`config.mk`:
```
export PLATFORM = sky130hd
export DESIGN_NAME = conv3x3_stream
export DESIGN_NICKNAME = d
export VERILOG_FILES = /design/src/rtl/cnn_pkg.sv /design/src/rtl/conv3x3_line_buffer.sv /design/src/rtl/conv3x3_stream.sv
export SDC_FILE = /design/constraint.sdc
export NUM_CORES = 2
export LEC_CHECK = 0
export BUFFER_PORTS_ARGS = -buffer_cell sky130_fd_sc_hd__buf_2
export CORE_MARGIN = 2
export CORE_UTILIZATION = 55
export CTS_BUF_LIST = sky130_fd_sc_hd__clkbuf_2
export DETAILED_ROUTE_END_ITERATION = 6
export PLACE_DENSITY = 0.78
export SLEW_MARGIN = 30
export SYNTH_ARGS = -nofsm -noshare
export SYNTH_HDL_FRONTEND = slang
export SYNTH_SLANG_ARGS = --single-unit
```
`constraint.sdc`:
```
create_clock -name clk -period 7.1 [get_ports clk]
set_input_delay 1.065 -clock clk [delete_from_list [all_inputs] [get_ports clk]]
set_output_delay 1.065 -clock clk [all_outputs]
set_load 0.02 [all_outputs]
```
`src/rtl/cnn_pkg.sv`:
```
// rtl/cnn_pkg.sv - shared image dimensions, widths and coefficient map for the CNN front end
package cnn_pkg;
    localparam int IMG_W          = 28;
    localparam int IMG_H          = 28;
    localparam int Px_W           = 8;
    localparam int Wt_W           = 8;
    localparam int In_d_W         = 32;
    localparam int COEF_BIAS_ADDR = 9;
    localparam int KERNEL_TAPS    = 9;

    localparam int COL_W  = $clog2(IMG_W);
    localparam int ROW_W  = $clog2(IMG_H);
    // Zero-extended pixel (Px_W+1 signed) times signed coefficient.
    localparam int PROD_W = Px_W + Wt_W + 1;
endpackage

```
`src/rtl/conv3x3_line_buffer.sv`:
```
// rtl/conv3x3_line_buffer.sv - one image row of pixels, registered write, combinational read
// Ports: clk, clr (sync active-high, clears every entry), we/addr/wdata write side,
//        rdata = current contents at addr (old value on the cycle it is overwritten).
module line_buffer
    import cnn_pkg::*;
(
    input  logic             clk,
    input  logic             clr,
    input  logic             we,
    input  logic [COL_W-1:0] addr,
    input  logic [Px_W-1:0]  wdata,
    output logic [Px_W-1:0]  rdata
);
    logic [Px_W-1:0] mem [IMG_W];

    always_ff @(posedge clk) begin
        if (clr) begin
            for (int i = 0; i < IMG_W; i++) begin
                mem[i] <= '0;
            end
        end else if (we) begin
            mem[addr] <= wdata;
        end
    end

    assign rdata = mem[addr];
endmodule

```
`src/rtl/conv3x3_stream.sv`:
```
// rtl/conv3x3_stream.sv - streaming 3x3 valid-mode convolution, raster in, raster out
// Ports: clk, clr (sync active-high); w_we/w_addr/w_data coefficient writes
//        (0..8 kernel, 9 bias, 10..15 ignored); in_valid/in_data pixel beats, no backpressure;
//        out_valid one-cycle strobe, out_data signed result held between strobes.
module conv3x3_stream
    import cnn_pkg::*;
(
    input  logic                     clk,
    input  logic                     clr,
    input  logic                     w_we,
    input  logic [3:0]               w_addr,
    input  logic signed [Wt_W-1:0]   w_data,
    input  logic                     in_valid,
    input  logic [Px_W-1:0]          in_data,
    output logic                     out_valid,
    output logic signed [In_d_W-1:0] out_data
);
    logic [COL_W-1:0]         col;
    logic [ROW_W-1:0]         row;
    logic [Px_W-1:0]          lb0_rd, lb1_rd;
    logic [Px_W-1:0]          win [3][3];
    logic signed [Wt_W-1:0]   kern [KERNEL_TAPS];
    logic signed [Wt_W-1:0]   bias;
    logic                     v0, v1;
    logic signed [PROD_W-1:0] prod      [KERNEL_TAPS];
    logic signed [PROD_W-1:0] prod_next [KERNEL_TAPS];
    logic signed [In_d_W-1:0] acc;
    logic                     completing;

    assign completing = in_valid && (row >= ROW_W'(2)) && (col >= COL_W'(2));

    always_ff @(posedge clk) begin
        if (clr) begin
            for (int i = 0; i < KERNEL_TAPS; i++) begin
                kern[i] <= '0;
            end
            bias <= '0;
        end else if (w_we && (w_addr <= 4'(COEF_BIAS_ADDR))) begin
            if (w_addr == 4'(COEF_BIAS_ADDR)) begin
                bias <= w_data;
            end else begin
                kern[w_addr] <= w_data;
            end
        end
    end

    always_ff @(posedge clk) begin
        if (clr) begin
            col <= '0;
            row <= '0;
        end else if (in_valid) begin
            if (col == COL_W'(IMG_W - 1)) begin
                col <= '0;
                row <= (row == ROW_W'(IMG_H - 1)) ? '0 : row + ROW_W'(1);
            end else begin
                col <= col + COL_W'(1);
            end
        end
    end

    // lb1 holds the previous row, lb0 the one before; reads see pre-write contents.
    line_buffer u_lb1 (
        .clk   (clk),
        .clr   (clr),
        .we    (in_valid),
        .addr  (col),
        .wdata (in_data),
        .rdata (lb1_rd)
    );

    line_buffer u_lb0 (
        .clk   (clk),
        .clr   (clr),
        .we    (in_valid),
        .addr  (col),
        .wdata (lb1_rd),
        .rdata (lb0_rd)
    );

    // Window row 0 is the oldest image row; column 2 is the newest pixel column.
    // v0 marks that the window now holds a complete, legal 3x3 neighbourhood.
    always_ff @(posedge clk) begin
        if (clr) begin
            for (int r = 0; r < 3; r++) begin
                for (int c = 0; c < 3; c++) begin
                    win[r][c] <= '0;
                end
            end
            v0 <= 1'b0;
        end else begin
            v0 <= completing;
            if (in_valid) begin
                for (int r = 0; r < 3; r++) begin
                    win[r][0] <= win[r][1];
                    win[r][1] <= win[r][2];
                end
                win[0][2] <= lb0_rd;
                win[1][2] <= lb1_rd;
                win[2][2] <= in_data;
            end
        end
    end

    always_comb begin
        for (int i = 0; i < KERNEL_TAPS; i++) begin
            prod_next[i] = '0;
        end
        for (int r = 0; r < 3; r++) begin
            for (int c = 0; c < 3; c++) begin
                prod_next[r*3+c] = PROD_W'($signed({1'b0, win[r][c]})) * PROD_W'(kern[r*3+c]);
            end
        end
    end

    always_ff @(posedge clk) begin
        if (clr) begin
            v1 <= 1'b0;
            for (int i = 0; i < KERNEL_TAPS; i++) begin
                prod[i] <= '0;
            end
        end else begin
            v1 <= v0;
            if (v0) begin
                prod <= prod_next;
            end
        end
    end

    always_comb begin
        acc = {{(In_d_W-Wt_W){bias[Wt_W-1]}}, bias};
        for (int i = 0; i < KERNEL_TAPS; i++) begin
            acc = acc + {{(In_d_W-PROD_W){prod[i][PROD_W-1]}}, prod[i]};
        end
    end

    always_ff @(posedge clk) begin
        if (clr) begin
            out_valid <= 1'b0;
            out_data  <= '0;
        end else begin
            out_valid <= v1;
            if (v1) begin
                out_data <= acc;
            end
        end
    end
endmodule
```
== Yosys cells after proc, flatten, opt, wreduce, memory -nomap -nowiden ==
Memories as Yosys holds them, arrays and structs flattened. A register that Yosys moved wholly into a read port is not among the register bits.
Index checks and enable logic that the tools add are counted.
Operators by class
  order comparisons: 3
  $mul: 9
  eq/ne operators: 3
  mux-type cells: 33
  bitwise logic cells: 9
  $add $sub $neg: 11
  reductions and logical operators: 8
Operator list (count)
  multiplier 9 x 8 -> 17 bit: 9
  2-to-1 mux 8 bit: 12
  2-to-1 mux 5 bit: 8
  adder 25 x 17 -> 26 bit: 1
  adder 24 x 17 -> 25 bit: 1
  adder 23 x 17 -> 24 bit: 1
  OR reduction 8 bit: 3
  adder 22 x 17 -> 23 bit: 1
  adder 21 x 17 -> 22 bit: 1
  adder 20 x 17 -> 21 bit: 1
  adder 19 x 17 -> 20 bit: 1
  adder 18 x 17 -> 19 bit: 1
  adder 8 x 17 -> 18 bit: 1
  2-to-1 mux 1 bit: 12
  adder 5 x 1 -> 5 bit, second input constant: 2
  equality test 5 bit, second input constant: 2
  greater-or-equal comparator 5 x 2 -> 1 bit, second input constant: 2
  OR 1 bit: 9
  equality test 4 bit, second input constant: 1
  <= comparator 4 bit, second input constant: 1
  2-to-1 mux 4 bit: 1
  AND reduction 2 bit: 2
  logical AND 1 bit: 3
Storage, ports and cells
  RAM bits: 592
  input bits: 24
  logic and storage cells: 96
  memories kept: 4
  register bits after elaboration: 206
Memory list
  u_lb0.mem: depth 28, bits a word 8, rd ports 1, clocked after Yosys merged registers in 1, wr ports 28, line conv3x3_line_buffer.sv:14  | logic [Px_W-1:0] mem [IMG_W];
  u_lb1.mem: depth 28, bits a word 8, rd ports 1, clocked after Yosys merged registers in 1, wr ports 28, line conv3x3_line_buffer.sv:14
  kern: depth 9, bits a word 8, rd ports 9, clocked after Yosys merged registers in 0, wr ports 9, line conv3x3_stream.sv:22  | logic signed [Wt_W-1:0] kern [KERNEL_TAPS];
  win: depth 3, bits a word 24, rd ports 3, clocked after Yosys merged registers in 0, wr ports 3, line conv3x3_stream.sv:21  | logic [Px_W-1:0] win [3][3];

== Longest topological paths before layout ==
  depth after elaboration: 9
  depth in mapped cells: 19

== Cells and area by module ==
A second synthesis with hierarchy kept.
Second synthesis, totals
  cells, all modules: 5398
  area total of the unflattened synthesis: 59764.8 um2
Modules (own cells, without submodules)
  conv3x3_stream: cells an instance 3716, instances 1, area each 36184.7 um2, seq. area each 8328.0 um2
  line_buffer: cells an instance 841, instances 2, area each 11790.1 um2, seq. area each 7687.4 um2

== Worst setup path before layout ==
OpenSTA, ideal clock, no wires.
  path type: reg-to-reg
  start: reg bias[7]
  end: reg out_data[21]
  stages on the path, launching flop included: 17
  slack: 1982 ps
  data arrival time: 4996 ps
  setup time: 122 ps
  clock period less this slack: 5118 ps
  cell sequence: dfxtp_1 > inv_1 > fa_1 > inv_1 > fa_1 > fa_1 > fa_1 > inv_1 > fa_1 > inv_1 > ha_1 > a21o_1 > a21o_1 > a221o_1 > o31ai_1 > a2111oi_0 > a311o_1
Between the ends
  word-level cells in the longest chain between the ends: 9
Ends and longest elaborated chain
  start, declared: line conv3x3_stream.sv:23  | logic signed [Wt_W-1:0] bias;
  start signal, assigned: line conv3x3_stream.sv:40  | bias <= w_data;
  adder 8 x 17 -> 18 bit: line conv3x3_stream.sv:132  | acc = acc + {{(In_d_W-PROD_W){prod[i][PROD_W-1]}}, prod[i]};
  adder 18 x 17 -> 19 bit: line conv3x3_stream.sv:132
  adder 19 x 17 -> 20 bit: line conv3x3_stream.sv:132
  adder 20 x 17 -> 21 bit: line conv3x3_stream.sv:132
  adder 21 x 17 -> 22 bit: line conv3x3_stream.sv:132
  adder 22 x 17 -> 23 bit: line conv3x3_stream.sv:132
  adder 23 x 17 -> 24 bit: line conv3x3_stream.sv:132
  adder 24 x 17 -> 25 bit: line conv3x3_stream.sv:132
  adder 25 x 17 -> 26 bit: line conv3x3_stream.sv:132
  end signal, assigned: line conv3x3_stream.sv:139  | out_data <= '0;
  end signal, assigned: line conv3x3_stream.sv:143  | out_data <= acc;
  end, declared: line conv3x3_stream.sv:16  | output logic signed [In_d_W-1:0] out_data
Every way passes these cells.
A chain may end at the register's enable or synchronous reset.

== Final worst setup path ==
Ends and elaborated chain as after synthesis.

==> flow_metrics.env <==
export IMPL_cpPeakStageDelay_ns=0.61
export IMPL_place_area_mm2=0.0605
export IMPL_critical_path_required_ns=8.53
export IMPL_grt_pass1_vias=41100
export IMPL_start_util_pct=55.6
export IMPL_synth_cell_area_mm2=0.0588
export IMPL_ant_nets=0
export IMPL_reg2reg_from="bias[7]"
export IMPL_num_io_pins=57
export IMPL_die_x_um=331
export IMPL_synth_area_leaders="edfxtp_1 33%, fa_1 16%, ha_1 8.9%"
export IMPL_min_path_type="in -> reg"
export IMPL_grt_max_degree=90
export IMPL_yosysTopAreaCellShare_pct=33.5
export IMPL_stdcell_count=6829
export IMPL_crit_path_start_kind="flop"
export IMPL_min_period_ns=5.64
export IMPL_post_cts_buffers=0
export IMPL_p_leak_uw=0.0274
export IMPL_violations="design-rule violations"
export IMPL_syn_nets=6080
export IMPL_clock_skew_ns=0.190
export IMPL_syn_area_per_cell_um2=11.4
export IMPL_swShare_pct=34.0
export IMPL_slew_limit_headroom_pct=30.3
export IMPL_ys_flop_type="edfxtp_1"
export IMPL_cp_top_family="adder cells"
export IMPL_clkPwrFrac_pct=27.7
export IMPL_critPathBufInv=4
export IMPL_wl_per_cell_um=21.7
export IMPL_async_reset_ff_share_pct=0
export IMPL_grt_overflow=0
export IMPL_p_int_uw=8400
export IMPL_fmax_ghz=0.177
export IMPL_setup_worst_path_end_class="flop"
export IMPL_dpl_cell_count=6423
export IMPL_hp_start="w_we"
export IMPL_final_core_util_pct=59.4
export IMPL_rsz0062_at_grt="false"
export IMPL_final_cell_area_mm2=0.0628
export IMPL_combPwrFrac_pct=27.1
export IMPL_ys_types=71
export IMPL_maxSlewViolCount=0
export IMPL_power_total_uw=12700
export IMPL_crit_arrival_ns=7.06
export IMPL_io_buffer_count=56
export IMPL_cts_tree="yes"
export IMPL_clockBufferDepth=3
export IMPL_r2r_slack_ns=1.46
export IMPL_final_hold_viol_count=0
export IMPL_synth_edf_count=656
export IMPL_yosysSeqAreaShare_pct=40.5
export IMPL_grt_total_usage_pct=27.5
export IMPL_synth_top_area_cell="edfxtp_1"
export IMPL_viasPerCell=5.84
export IMPL_dieArea_mm2=0.110
export IMPL_die_y_um=331
export IMPL_drcViolationCount=2
export IMPL_dpl_hpwl_um=106000
export IMPL_slowest_stage="fa_1"
export IMPL_rr_endpoint="out_data[21]"
export IMPL_worstPathCellList="inv_1 -> fa_1 -> inv_1 -> fa_1 -> fa_1 -> fa_1 -> inv_1 -> fa_1 -> inv_1 -> ha_1 -> a21o_1 -> a21o_1 -> a221o_1 -> o31ai_1 -> a2111oi_0 -> a311o_1"
export IMPL_ys_seq_elements=861
export IMPL_maxCapViolCount=0
export IMPL_std_cell_rows=119
export IMPL_drive_gt1_share_pct=12.1
export IMPL_nets=6179
export IMPL_irDropWorstVdd_mv=0.153
export IMPL_area_growth_pct=6.71
export IMPL_status="finished, violations left"
export IMPL_min_to="kern[8][1]"
export IMPL_holdPathStages=3
export IMPL_drt_first_pass_iters=7
export IMPL_layout_common_cells="656 x inv_1, 656 x edfxtp_1, 474 x fa_1"
export IMPL_crit_path_frequent_cell="fa_1"
export IMPL_tightest_slew_ns=1.05
export IMPL_numCtsBuffers=206
export IMPL_antenna_found_initial=11
export IMPL_cts_sinks=861
export IMPL_core_area_mm2=0.106
export IMPL_grt_pass1_wl_um=230000
export IMPL_ctsHtreeMaxLevel=4
export IMPL_path_clk_slew_ns=0.11
export IMPL_crit_type="reg -> reg"
export IMPL_cp_max_fo=8
export IMPL_finalCritPeriodShare_pct=79.4
export IMPL_finalSetupViolCount=0
export IMPL_cts_root_buffer="clkbuf_2"
export IMPL_clk_latency_ns=1.63
export IMPL_setup_tns_final_ns=0
export IMPL_postSynthCellCount=5163
export IMPL_powerDensity_mw_per_mm2=203
export IMPL_p_switching_uw=4320
export IMPL_reg2reg_depth=16
export IMPL_drtIter0Drc=3557
export IMPL_sequentialPowerShare_pct=45.2
export IMPL_place_congestion=0.919
export IMPL_vias=39900
export IMPL_yosysWarnings=0
export IMPL_routed_wl_um=148000
sequential cells by signal, summed over array words and instances (netlist names), named ones only:
| signal | cells |
|---|---|
| u_lb0.mem | 256 |
| u_lb1.mem | 256 |
| prod | 153 |
| kern | 72 |
| win | 72 |
| out_data | 26 |
| bias | 8 |
| col | 5 |
| row | 5 |
| out_valid | 1 |
| v0 | 1 |
| v1 | 1 |
layer usage:
metal | up-vias | track usage, % | routed length (um)
li1 | 17900 | - | -
met1 | 19800 | 34.1 | 56100
met2 | 1819 | 46.6 | 73000
met3 | 364 | 5.08 | 11900
met4 | 8 | 13.7 | 6960
met5 | - | 0 | 47
logic make-up (layout without fill, tap and decap cells):
kind of cell    Yosys count  after routing  share of synthesized area [%]
simple gates           1771           1771                           15.2
buf+inv                 903           1168                           6.01
fa+ha+maj               893            893                           25.0
flops                   861            861                           40.5
compound gates          430            430                           4.77
mux                     249            249                           7.64
xor+xnor                 56             56                          0.834
other cells               0             10                              0
metrics by stage:
stage / hold WS, ns / worst slack [ns]
3_3_place_gp: 0.448 / 1.63
3_5_place_dp: 0.449 / 1.54
2_1_floorplan: 0.425 / 1.98
5_1_grt: 0.0738 / 1.08
6_report: 0.145 / 1.46
4_1_cts: 0.0479 / 1.41
worst min-delay path: cells and delay by family:
family	cells	cell delay (ns)
and+or+nand+nor	1	0.09
buffers and inverters	1	0.12
AOI/OAI and AO/OA	1	0.22
layout make-up:
cell class / count / area, um2
clock buffer: 314 / 1570
clock inverter: 60 / 464
fill: 8393 / 43000
timing repair buffer: 128 / 1000
antenna: 10 / 25.0
sequential: 861 / 23800
inverter: 666 / 2500
multi-input combinational: 3399 / 31600
tap: 1391 / 1740
cells in the mapped netlist, drive strengths merged (47+ instances only):
cell    count
nor3       68
mux2i      89
ha        419
and3      227
nand3      52
mux4      160
nor2      441
and2      428
a211oi     47
clkbuf    166
nand2     374
buf        71
o21ai      86
a21oi     121
nand2b     57
inv       665
dfxtp     205
fa        474
edfxtp    656
worst max-delay path by stage:
stage	from	end	slack [ns]	cells after the start
after CTS	bias[7]	out_data[21]	1.41	16
final	bias[7]	out_data[21]	1.46	16
after global placement	bias[7]	out_data[21]	1.63	16
after global routing	bias[7]	out_data[21]	1.08	16
after detailed placement	bias[7]	out_data[21]	1.54	16
after floorplan	bias[7]	out_data[21]	1.98	16
power by group through the flow:
stage | logic [uW] | clock network (uW) | registers (uW)
floorplan | 2460 | 0 | 5750
global placement | 3270 | 0 | 5860
detailed placement | 3400 | 0 | 5860
CTS | 3440 | 3580 | 5750
global route | 3840 | 3810 | 5770
finish | 3440 | 3520 | 5750
repair_timing:
action / in CTS / in global routing
hold endpoints to repair: 72 / 0
gates resized for setup: 0 / 0
hold buffers: 22 / 0
setup endpoints to repair: 0 / 0
No activity file was read; power rests on OpenSTA's default activity.
